### config.mk
export PLATFORM = sky130hd
export DESIGN_NAME = pwm_generator
export DESIGN_NICKNAME = d
export VERILOG_FILES = /design/src/rtl/pwm_pkg.sv /design/src/rtl/clk_divider.sv /design/src/rtl/pwm_generator.sv
export SDC_FILE = /design/constraint.sdc
export NUM_CORES = 1
export LEC_CHECK = 0
export BUFFER_PORTS_ARGS = -buffer_cell sky130_fd_sc_hd__buf_2
export CORE_MARGIN = 1
export CORE_UTILIZATION = 42
export CTS_CLUSTER_SIZE = 20
export DETAILED_ROUTE_END_ITERATION = 6
export PLACE_DENSITY = 0.69
export SKIP_LAST_GASP = 1
export SLEW_MARGIN = 20
export SYNTH_ARGS = -nofsm -noshare
export SYNTH_HDL_FRONTEND = slang
export SYNTH_SLANG_ARGS = --single-unit
### constraint.sdc
create_clock -name clk_1MHz -period 2 [get_ports clk_1MHz]
set_clock_uncertainty 0.15 [all_clocks]
set_input_delay 0.2 -clock clk_1MHz [delete_from_list [all_inputs] [get_ports clk_1MHz]]
set_output_delay 0.2 -clock clk_1MHz [all_outputs]
set_load 0.005 [all_outputs]
### src/rtl/pwm_pkg.sv
// Shared constants and types for the PWM source and its slow square-wave divider.
`timescale 1ns/1ps
package pwm_pkg;

  localparam int PW_WIDTH_DEF = 4;
  localparam int DIV_HALF_DEF = 1000;

  typedef logic [PW_WIDTH_DEF-1:0] pw_t;

endpackage

### src/rtl/clk_divider.sv
// Free-running divider: toggles clk_out every DIV_HALF cycles of clk_1MHz.
// clk_out is a registered data signal, never a clock for anything inside this block.
`timescale 1ns/1ps
module clk_divider
  import pwm_pkg::*;
#(
  parameter int DIV_HALF = DIV_HALF_DEF
) (
  input  logic clk_1MHz,
  input  logic rst,
  output logic clk_out
);

  localparam int            CW   = (DIV_HALF > 1) ? $clog2(DIV_HALF) : 1;
  localparam logic [CW-1:0] LAST = CW'(DIV_HALF - 1);

  logic [CW-1:0] div_cnt_q, div_cnt_d;
  logic          tog_q, tog_d;

  // Count 0..DIV_HALF-1; on the last count wrap to 0 and flip the output.
  always_comb begin
    div_cnt_d = div_cnt_q + CW'(1);
    tog_d     = tog_q;
    if (div_cnt_q == LAST) begin
      div_cnt_d = '0;
      tog_d     = ~tog_q;
    end
  end

  // Divider state register with synchronous reset.
  always_ff @(posedge clk_1MHz) begin
    if (rst) begin
      div_cnt_q <= '0;
      tog_q     <= 1'b0;
    end else begin
      div_cnt_q <= div_cnt_d;
      tog_q     <= tog_d;
    end
  end

  assign clk_out = tog_q;

endmodule

### src/rtl/pwm_generator.sv
// Fixed-period PWM source (period 2^PW_WIDTH cycles) plus a 500 Hz square wave.
// Optional feature macro: PWM_SYNC_UPDATE_EN -- when defined, the duty word is
// latched into a shadow register at the last cycle of each period so changes
// only take effect on a period boundary.
// There is no handshake: pulse_width is sampled every cycle and is expected to
// be stable or synchronous to clk_1MHz.
`timescale 1ns/1ps
module pwm_generator
  import pwm_pkg::*;
#(
  parameter int PW_WIDTH = PW_WIDTH_DEF,
  parameter int DIV_HALF = DIV_HALF_DEF
) (
  input  logic                clk_1MHz,
  input  logic                rst,
  input  logic [PW_WIDTH-1:0] pulse_width,
  output logic                clk_500Hz,
  output logic                pwm_signal
);

  logic [PW_WIDTH-1:0] pwm_cnt_q, pwm_cnt_d;
  logic [PW_WIDTH-1:0] duty;
  logic                pwm_q, pwm_d;

  clk_divider #(
    .DIV_HALF (DIV_HALF)
  ) u_clk_divider (
    .clk_1MHz (clk_1MHz),
    .rst      (rst),
    .clk_out  (clk_500Hz)
  );

`ifdef PWM_SYNC_UPDATE_EN
  localparam logic [PW_WIDTH-1:0] PW_LAST = '1;

  logic [PW_WIDTH-1:0] pw_active_q, pw_active_d;

  // Shadow the duty word only on the final cycle of a period.
  always_comb begin
    pw_active_d = pw_active_q;
    if (pwm_cnt_q == PW_LAST) begin
      pw_active_d = pulse_width;
    end
  end

  // Shadow duty register with synchronous reset.
  always_ff @(posedge clk_1MHz) begin
    if (rst) begin
      pw_active_q <= '0;
    end else begin
      pw_active_q <= pw_active_d;
    end
  end

  assign duty = pw_active_q;
`else
  assign duty = pulse_width;
`endif

  // Period counter wraps naturally; output is the registered unsigned compare.
  always_comb begin
    pwm_cnt_d = pwm_cnt_q + PW_WIDTH'(1);
    pwm_d     = (pwm_cnt_q < duty);
  end

  // PWM counter and output register with synchronous reset.
  always_ff @(posedge clk_1MHz) begin
    if (rst) begin
      pwm_cnt_q <= '0;
      pwm_q     <= 1'b0;
    end else begin
      pwm_cnt_q <= pwm_cnt_d;
      pwm_q     <= pwm_d;
    end
  end

  assign pwm_signal = pwm_q;

endmodule

# Yosys cells after proc, flatten, opt, wreduce, memory -nomap -nowiden
# Index checks and enable logic that the tools add are counted.
# Widths: inputs -> output; s select.
totals:
  ff_bits: 16
  inputBits: 6
  output_inout_bits: 2
op_classes:
  n_addsub: 2
  order_cmp: 1
  eq_ne: 1
  bitwise: 1
  n_reduce_logical: 1
ops:
  columns: ["op", "n"]
  rows:
  - ["$add 10x1->10 const B", 1]
  - ["$eq 10x10->1 const B", 1]
  - ["$add 4x1->4 const B", 1]
  - ["$lt 4x4->1", 1]
  - ["$reduce_or 2->1", 1]
  - ["$not 1->1", 1]

# Longest topological paths before layout
# Gate-level depths: netlist (run 1).
depth:
  ltp_word: 2
  depth_mapped: 5
  ltp_nobuf: 5

# By module
# From an unflattened synthesis (run 1), not the netlist that was laid out.
unflattened:
  hier_cells: 82
  hier_area_um2: 752.0
by_module_without_submodules:
  columns: ["module", "instances", "cells_per_inst", "area_each_um2", "seq_area_each_um2"]
  rows:
  - ["clk_divider", 1, 57, 513.0, 220.2]
  - ["pwm_generator", 1, 25, 239.0, 100.1]

# Worst setup path after synthesis (run 1)
# No wires, ideal clock.
synth_path:
  path_kind: "register to register"
  start: "register u_clk_divider.div_cnt_q[0]"
  end: "register u_clk_divider.div_cnt_q[3]"
  t_arrival_ns: 1.144
  slack_ns: 0.588
  path_stages_with_launch: 6
  path_buffers: 0
  cell_sequence: "dfxtp_1 ha_1 and4bb_2 nand4_1 nand2b_1 nor2_1"
synth_via:
  elab_chain_len: 2
  word_cells_on_any_way: 3
synth_rtl:
  columns: ["item", "line", "text"]
  rows:
  - ["start: declaration", "clk_divider.sv:17", "logic [CW-1:0] div_cnt_q, div_cnt_d;"]
  - ["start signal: assignment", "clk_divider.sv:36", "div_cnt_q <= div_cnt_d;"]
  - ["parallel branches: the longest is 2 deep, another holds $add 10x1->10", null, null]
# Parallel ways; which one is timed is not known.
# A chain may end at the register's enable or synchronous reset.

# Worst setup path in the final report (run 1)
# Same ends and word-level chain as after synthesis.

==> qor.csv, run 1 <==
metric,value,unit
grt_pass1_vias,510,
cpMaxStageDelayCell,dfxtp_1,
fillers,150,
synthTopCellsByArea,"dfxtp_1, ha_1, nor2_1",
power.density,753,nW/um^2
grt_use_total,15.2,%
ys.flop_type,dfxtp_1,
cp_num_buf_inv,0,
drt_iter0_drc,8,
h-tree-depth,1,
synth_top_area_share,44.1,%
cp.required,2.03,ns
cts_made_buffers,3,
ctsRootBufferMaster,clkbuf_4,
cp.arrival,1.59,ns
cts_max_path_buffers,2,
status,completed,
die_height,43.6,microns
async_reset_ff_share,0,%
core_area,1560,sq um
port_buffers,7,
num_vias,547,
rows,14,
hold_class,in2reg,
slew-limit-headroom,84.9,%
ctsHoldBuffers,0,
yosysTopAreaCell,dfxtp_1,
dp_hpwl,805,microns
finalSetupViolations,0,
seqCellArea,320,sq um
routed_wl,1060,microns
io_pins,8,
holdWs,0.0624,ns
yosysWarningCount,0,
syn_nets,90,
drtPass1Iterations,4,
gr-total-overflow,0,
fin_crit_sh,77.9,%
grt_pass1_wl,2040,microns
crit_fanout,5,
viasPerCell,5.21,
startpoint_type,register,
cts_tree,yes,
antenna_found_initial,0,
rsz0062_at_grt,no,
crit_chain,ha_1 -> and4bb_2 -> nand4_1 -> nand2b_1 -> nor2_1,
crit_type,reg2reg,
synthTopCellsByCount,"dfxtp_1, nor2_1, nand3_1",
endpoint_kind,register,
dp_slack,0.441,ns
nets,101,
tightestPinTransition,0.227,ns
yosysMostFrequentCell,dfxtp_1,
grt_max_degree,13,
fmax,642,MHz
fp.dieArea,1900,sq um
hold_viol_final,0,
ys_seq_elements,16,
path_clk_slew,0.09,ns
antennaDiodeCount,0,
post-cts-setup-buffers,0,
syn-instance-count,79,
total_power,612,uW
drive_gt1_share,15.7,%
report.final.slew_viol_count,0,
setup_ws,0.442,ns
syn_area,726,sq um
die-width,43.6,microns
multi_input_area,383,sq um
crit_family,simple AND/OR/NAND/NOR gates,
route.detailed.drc,0,
clock-sinks,16,
syn_to_final_growth,12.1,%
ir_worst_vdd,395,uV
critPathMaxStageDelay,0.37,ns
clock_latency,0.28,ns
wl_per_cell,10.0,microns
setup_tns,0,ns
maxCapViolations,0,
synth_cell_type_count,23,
start_util,46.5,%
ant_nets,0,
p_leak,0.356,nW
place.gp.congestion,0.692,
ys_seq_area_share,44.1,%
synth_edf_count,0,
fin_util,52.2,%
syn-mean-instance-area,9.19,sq um
post_cts_resize_count,0,
final.min_clock_period,1.56,ns
layout by cell type, fill, tap and decap left out, drive strengths merged:
cell    count
nor2b       2
nor2       13
clkbuf      4
nand3       7
or3         1
nand2b      2
buf         7
mux2i       1
xnor2       5
inv         5
dfxtp      16
a31oi       1
xor2        3
nand4       3
a211oi      1
nand2       4
a21o        2
ha          5
a21oi       3
and3        2
and4bb      1
nor3        1
per-stage QoR:
step / instance area, sq um / cells
after floorplan: 726 / 79
after global placement: 777 / 101
after detailed placement: 777 / 101
after CTS: 813 / 105
after global routing: 813 / 105
final: 813 / 105
cells by family (layout without fill, tap and decap cells):
logic type	Yosys count	after routing	synth area share, %
simple gates	36	36	27.1
buf+inv	6	16	3.10
flops	16	16	44.1
mux	1	1	1.38
compound gates	7	7	6.03
xor+xnor	8	8	9.66
fa+ha+maj	5	5	8.62
flip-flops by register name, indices dropped and copies added (netlist names):
register                 flops
pwm_cnt_q                    4
u_clk_divider.div_cnt_q     10
pwm_signal                   1
u_clk_divider.clk_out        1
final timing paths:
kind	start	to	slack [ns]	depth (start not counted)
max reg2reg	u_clk_divider.div_cnt_q[0]$_SDFF_PP0_	u_clk_divider.div_cnt_q[3]$_SDFF_PP0_	0.44	5
min	rst	pwm_cnt_q[0]$_SDFF_PP0_	0.06	2
max	u_clk_divider.div_cnt_q[0]$_SDFF_PP0_	u_clk_divider.div_cnt_q[3]$_SDFF_PP0_	0.44	5
min reg2reg	u_clk_divider.div_cnt_q[0]$_SDFF_PP0_	u_clk_divider.div_cnt_q[0]$_SDFF_PP0_	0.31	1
worst register-to-register path: cells and delay by family, from the launching register on:
| family | cells | cell delay (ns) |
|---|---|---|
| adders and majority gates | 1 | 0.23 |
| DFF | 1 | 0.37 |
| and+or+nand+nor | 4 | 0.71 |
area by class of cell:
cell class | instances | area share, %
Clock buffer | 4 | 4.46
Inverter | 5 | 2.31
Multi-Input combinational cell | 57 | 47.1
Sequential cell | 16 | 39.4
Tap cell | 16 | 2.46
Timing Repair Buffer | 7 | 4.31
power by group:
group	total, mW	leakage, nW	switching [mW]	internal (mW)
clock network	0.207	0.0210	0.0966	0.111
registers	0.353	0.131	0.0169	0.336
logic	0.0514	0.204	0.0230	0.0284
layer usage:
layer  global-route usage (%)  vias up  routed length [microns]
met5                        0        -                        0
met4                     9.38        0                       18
met3                     7.50        2                       48
met2                     21.8        9                      468
met1                     18.2      247                      520
li1                         -      289                        -
No activity file was read; power rests on OpenSTA's default activity.
==> run 2: changes to the inputs <==
--- a/config.mk
+++ b/config.mk
@@ -10,7 +10,7 @@
 export CORE_UTILIZATION = 42
 export CTS_CLUSTER_SIZE = 20
 export DETAILED_ROUTE_END_ITERATION = 6
-export PLACE_DENSITY = 0.69
+export PLACE_DENSITY = 0.72
 export SKIP_LAST_GASP = 1
 export SLEW_MARGIN = 20
 export SYNTH_ARGS = -nofsm -noshare
==> constraint.sdc (replaced) <==
create_clock -name clk_1MHz -period 1.3 [get_ports clk_1MHz]
set_clock_uncertainty 0.15 [all_clocks]
set_input_delay 0.13 -clock clk_1MHz [delete_from_list [all_inputs] [get_ports clk_1MHz]]
set_output_delay 0.13 -clock clk_1MHz [all_outputs]
set_load 0.005 [all_outputs]
==> run 2 against run 1 <==
  * The flow now finishes with violations (negative setup slack)
  * Clock power increased by 21%
  * Clock-buffer cell count decreased by 1
  * Routed wire length increased by 25%
  * Global-route usage increased by 2.5 points
  * Core utilization increased by 7.7 points
  * Non-clock buffer count increased by 11
  * Sequential cell count unchanged
  * Worst setup slack got worse by 0.56 ns
  * Die area unchanged
==> qor.csv, run 2 (synthesis results as in run 1) <==
metric,value,unit,change
status,"complete, but fails checks",,was completed
failed_checks,negative setup slack,,
netSwitchingFraction,24.1,%,was 22.3%
grt_pass1_vias,573,,was 510
p_clk_share,27.3,%,was 33.9%
start_util,46.5,%,unchanged
dpl_cell_area,846,sq um,was 777 sq um
cp.arrival,1.44,ns,was 1.59 ns
port_buffers,7,,unchanged
clock-sinks,16,,unchanged
regMostFlops,u_clk_divider.div_cnt_q,,unchanged
report.final.slew_viol_count,0,,unchanged
rows,14,,unchanged
slew-limit-headroom,85.2,%,was 84.9%
hold_class,in2reg,,unchanged
maxCapViolations,0,,unchanged
fin_area,933,sq um,was 813 sq um
core_area,1560,sq um,unchanged
routed_wl,1320,microns,was 1060 microns
fin_util,59.9,%,was 52.2%
cp.required,1.33,ns,was 2.03 ns
rsz0062_at_grt,yes,,was no
ant_nets,0,,unchanged
route.met2.wl,628,microns,was 468 microns
cts_made_buffers,3,,unchanged
final_cell_mix,"nor2_1, dfxtp_1, buf_4, buf_2",,"was dfxtp_1, nor2_1, buf_2, nand3_1"
syn_to_final_growth,28.6,%,was 12.1%
viasPerCell,5.28,,was 5.21
die_height,43.6,microns,unchanged
gr-total-overflow,0,,unchanged
nets,112,,was 101
startpoint_type,register,,unchanged
crit_type,reg2reg,,unchanged
comb_power_share,12.6,%,was 8.4%
wl_per_cell,11.5,microns,was 10.0 microns
clock_latency,0.28,ns,about the same
h-tree-depth,1,,unchanged
io_pins,8,,unchanged
p_seq_share,60.1,%,was 57.7%
ctsRootBufferMaster,clkbuf_4,,unchanged
cts_max_path_buffers,2,,unchanged
fin_crit_sh,109,%,was 77.9%
met3_length,30,microns,was 48 microns
grt_use_total,17.7,%,was 15.2%
antenna_found_initial,0,,unchanged
num_vias,607,,was 547
p_leak,0.401,nW,was 0.356 nW
switchingPower,220,uW,was 137 uW
met1_length,618,microns,was 520 microns
multi_input_area,423,sq um,was 383 sq um
grt_max_degree,13,,unchanged
drive_gt1_share,32.3,%,was 15.7%
power.density,980,nW/um^2,was 753 nW/um^2
hold_viol_final,0,,unchanged
mostFrequentLayoutCell,nor2_1,,was dfxtp_1
fillers,130,,was 150
final.min_clock_period,1.42,ns,was 1.56 ns
total_power,914,uW,was 612 uW
dp_hpwl,884,microns,was 805 microns
die-width,43.6,microns,unchanged
setup_ws,-0.116,ns,was 0.442 ns
place.gp.congestion,0.743,,was 0.692
seqCellArea,325,sq um,was 320 sq um
crit_fanout,5,,unchanged
route.top_layer_used,met4,,unchanged
grt_pass1_wl,2350,microns,was 2040 microns
drt_iter0_drc,5,,was 8
ff2ff_setup_slack,-0.12,ns,was 0.44 ns
ir_worst_vdd,577,uV,was 395 uV
antennaDiodeCount,0,,unchanged
route.detailed.drc,0,,unchanged
finalSetupViolations,9,,was 0
drtPass1Iterations,4,,unchanged
fp.dieArea,1900,sq um,unchanged
tightestPinTransition,0.222,ns,was 0.227 ns
p_int,694,uW,was 476 uW
path_clk_slew,0.09,ns,about the same
cts_tree,yes,,unchanged
fmax,706,MHz,was 642 MHz
largest_register_ffs,10,,unchanged
largest_registers,"u_clk_divider.div_cnt_q x10, pwm_cnt_q x4",,unchanged
endpoint_kind,register,,unchanged
## run 2: repair_timing
action / in CTS / in global routing
hold endpoints to repair: 1 / 0
pin swaps: 5 / 2
setup buffers: 3 / 0
endpoints found under the setup margin: 10 / 11
resized for setup: 3 / 3
hold buffers: 1 / 0
## run 2: path summary, 6_finish.rpt
path,start,to,cells after the start
setup / recovery,u_clk_divider.div_cnt_q[1]$_SDFF_PP0_,u_clk_divider.div_cnt_q[6]$_SDFF_PP0_,5
hold / removal,pulse_width[3],pwm_signal$_SDFF_PP0_,4
setup reg to reg,u_clk_divider.div_cnt_q[1]$_SDFF_PP0_,u_clk_divider.div_cnt_q[6]$_SDFF_PP0_,5
hold reg to reg,pwm_cnt_q[0]$_SDFF_PP0_,pwm_cnt_q[0]$_SDFF_PP0_,2
## run 2: final cells by class
class                   count  area share [%]
multi-input cells          57            45.3
flip-flops and latches     16            34.9
repair buffers             18            13.3
clock buffers               3            2.41
well taps                  16            2.14
inverters                   5            2.01
## run 2: stage by stage
step,worst slack [ns],TNS (ns),hold WS (ns),std cells
finish,-0.116,-0.754,0.0730,115
global route,-0.193,-1.42,0.0720,115
CTS,-0.124,-0.818,0.0478,115
detailed placement,-0.119,-0.696,0.283,108
global placement,-0.0684,-0.376,0.279,108
floorplan,-0.0270,-0.143,0.0516,79
## run 2: worst max-delay path, stage by stage, from the launching register on
cell,delay [ns]
dfxtp_2,0.36
ha_4,0.13
and4bb_2,0.25
nand4_1,0.13
nand2b_1,0.21
nor2_1,0.07
## run 2: power groups by stage
stage	sequential, mW	clock (mW)	combinational, mW
floorplan	0.554	0	0.0629
global placement	0.556	0	0.0933
detailed placement	0.557	0	0.0972
CTS	0.547	0.259	0.110
global route	0.554	0.283	0.130
finish	0.549	0.250	0.115
## run 2: layer usage
layer	up-vias	track usage, %
met5	-	0
met4	0	17.5
met3	5	5.42
met2	6	25.4
met1	288	20.5
li1	308	-
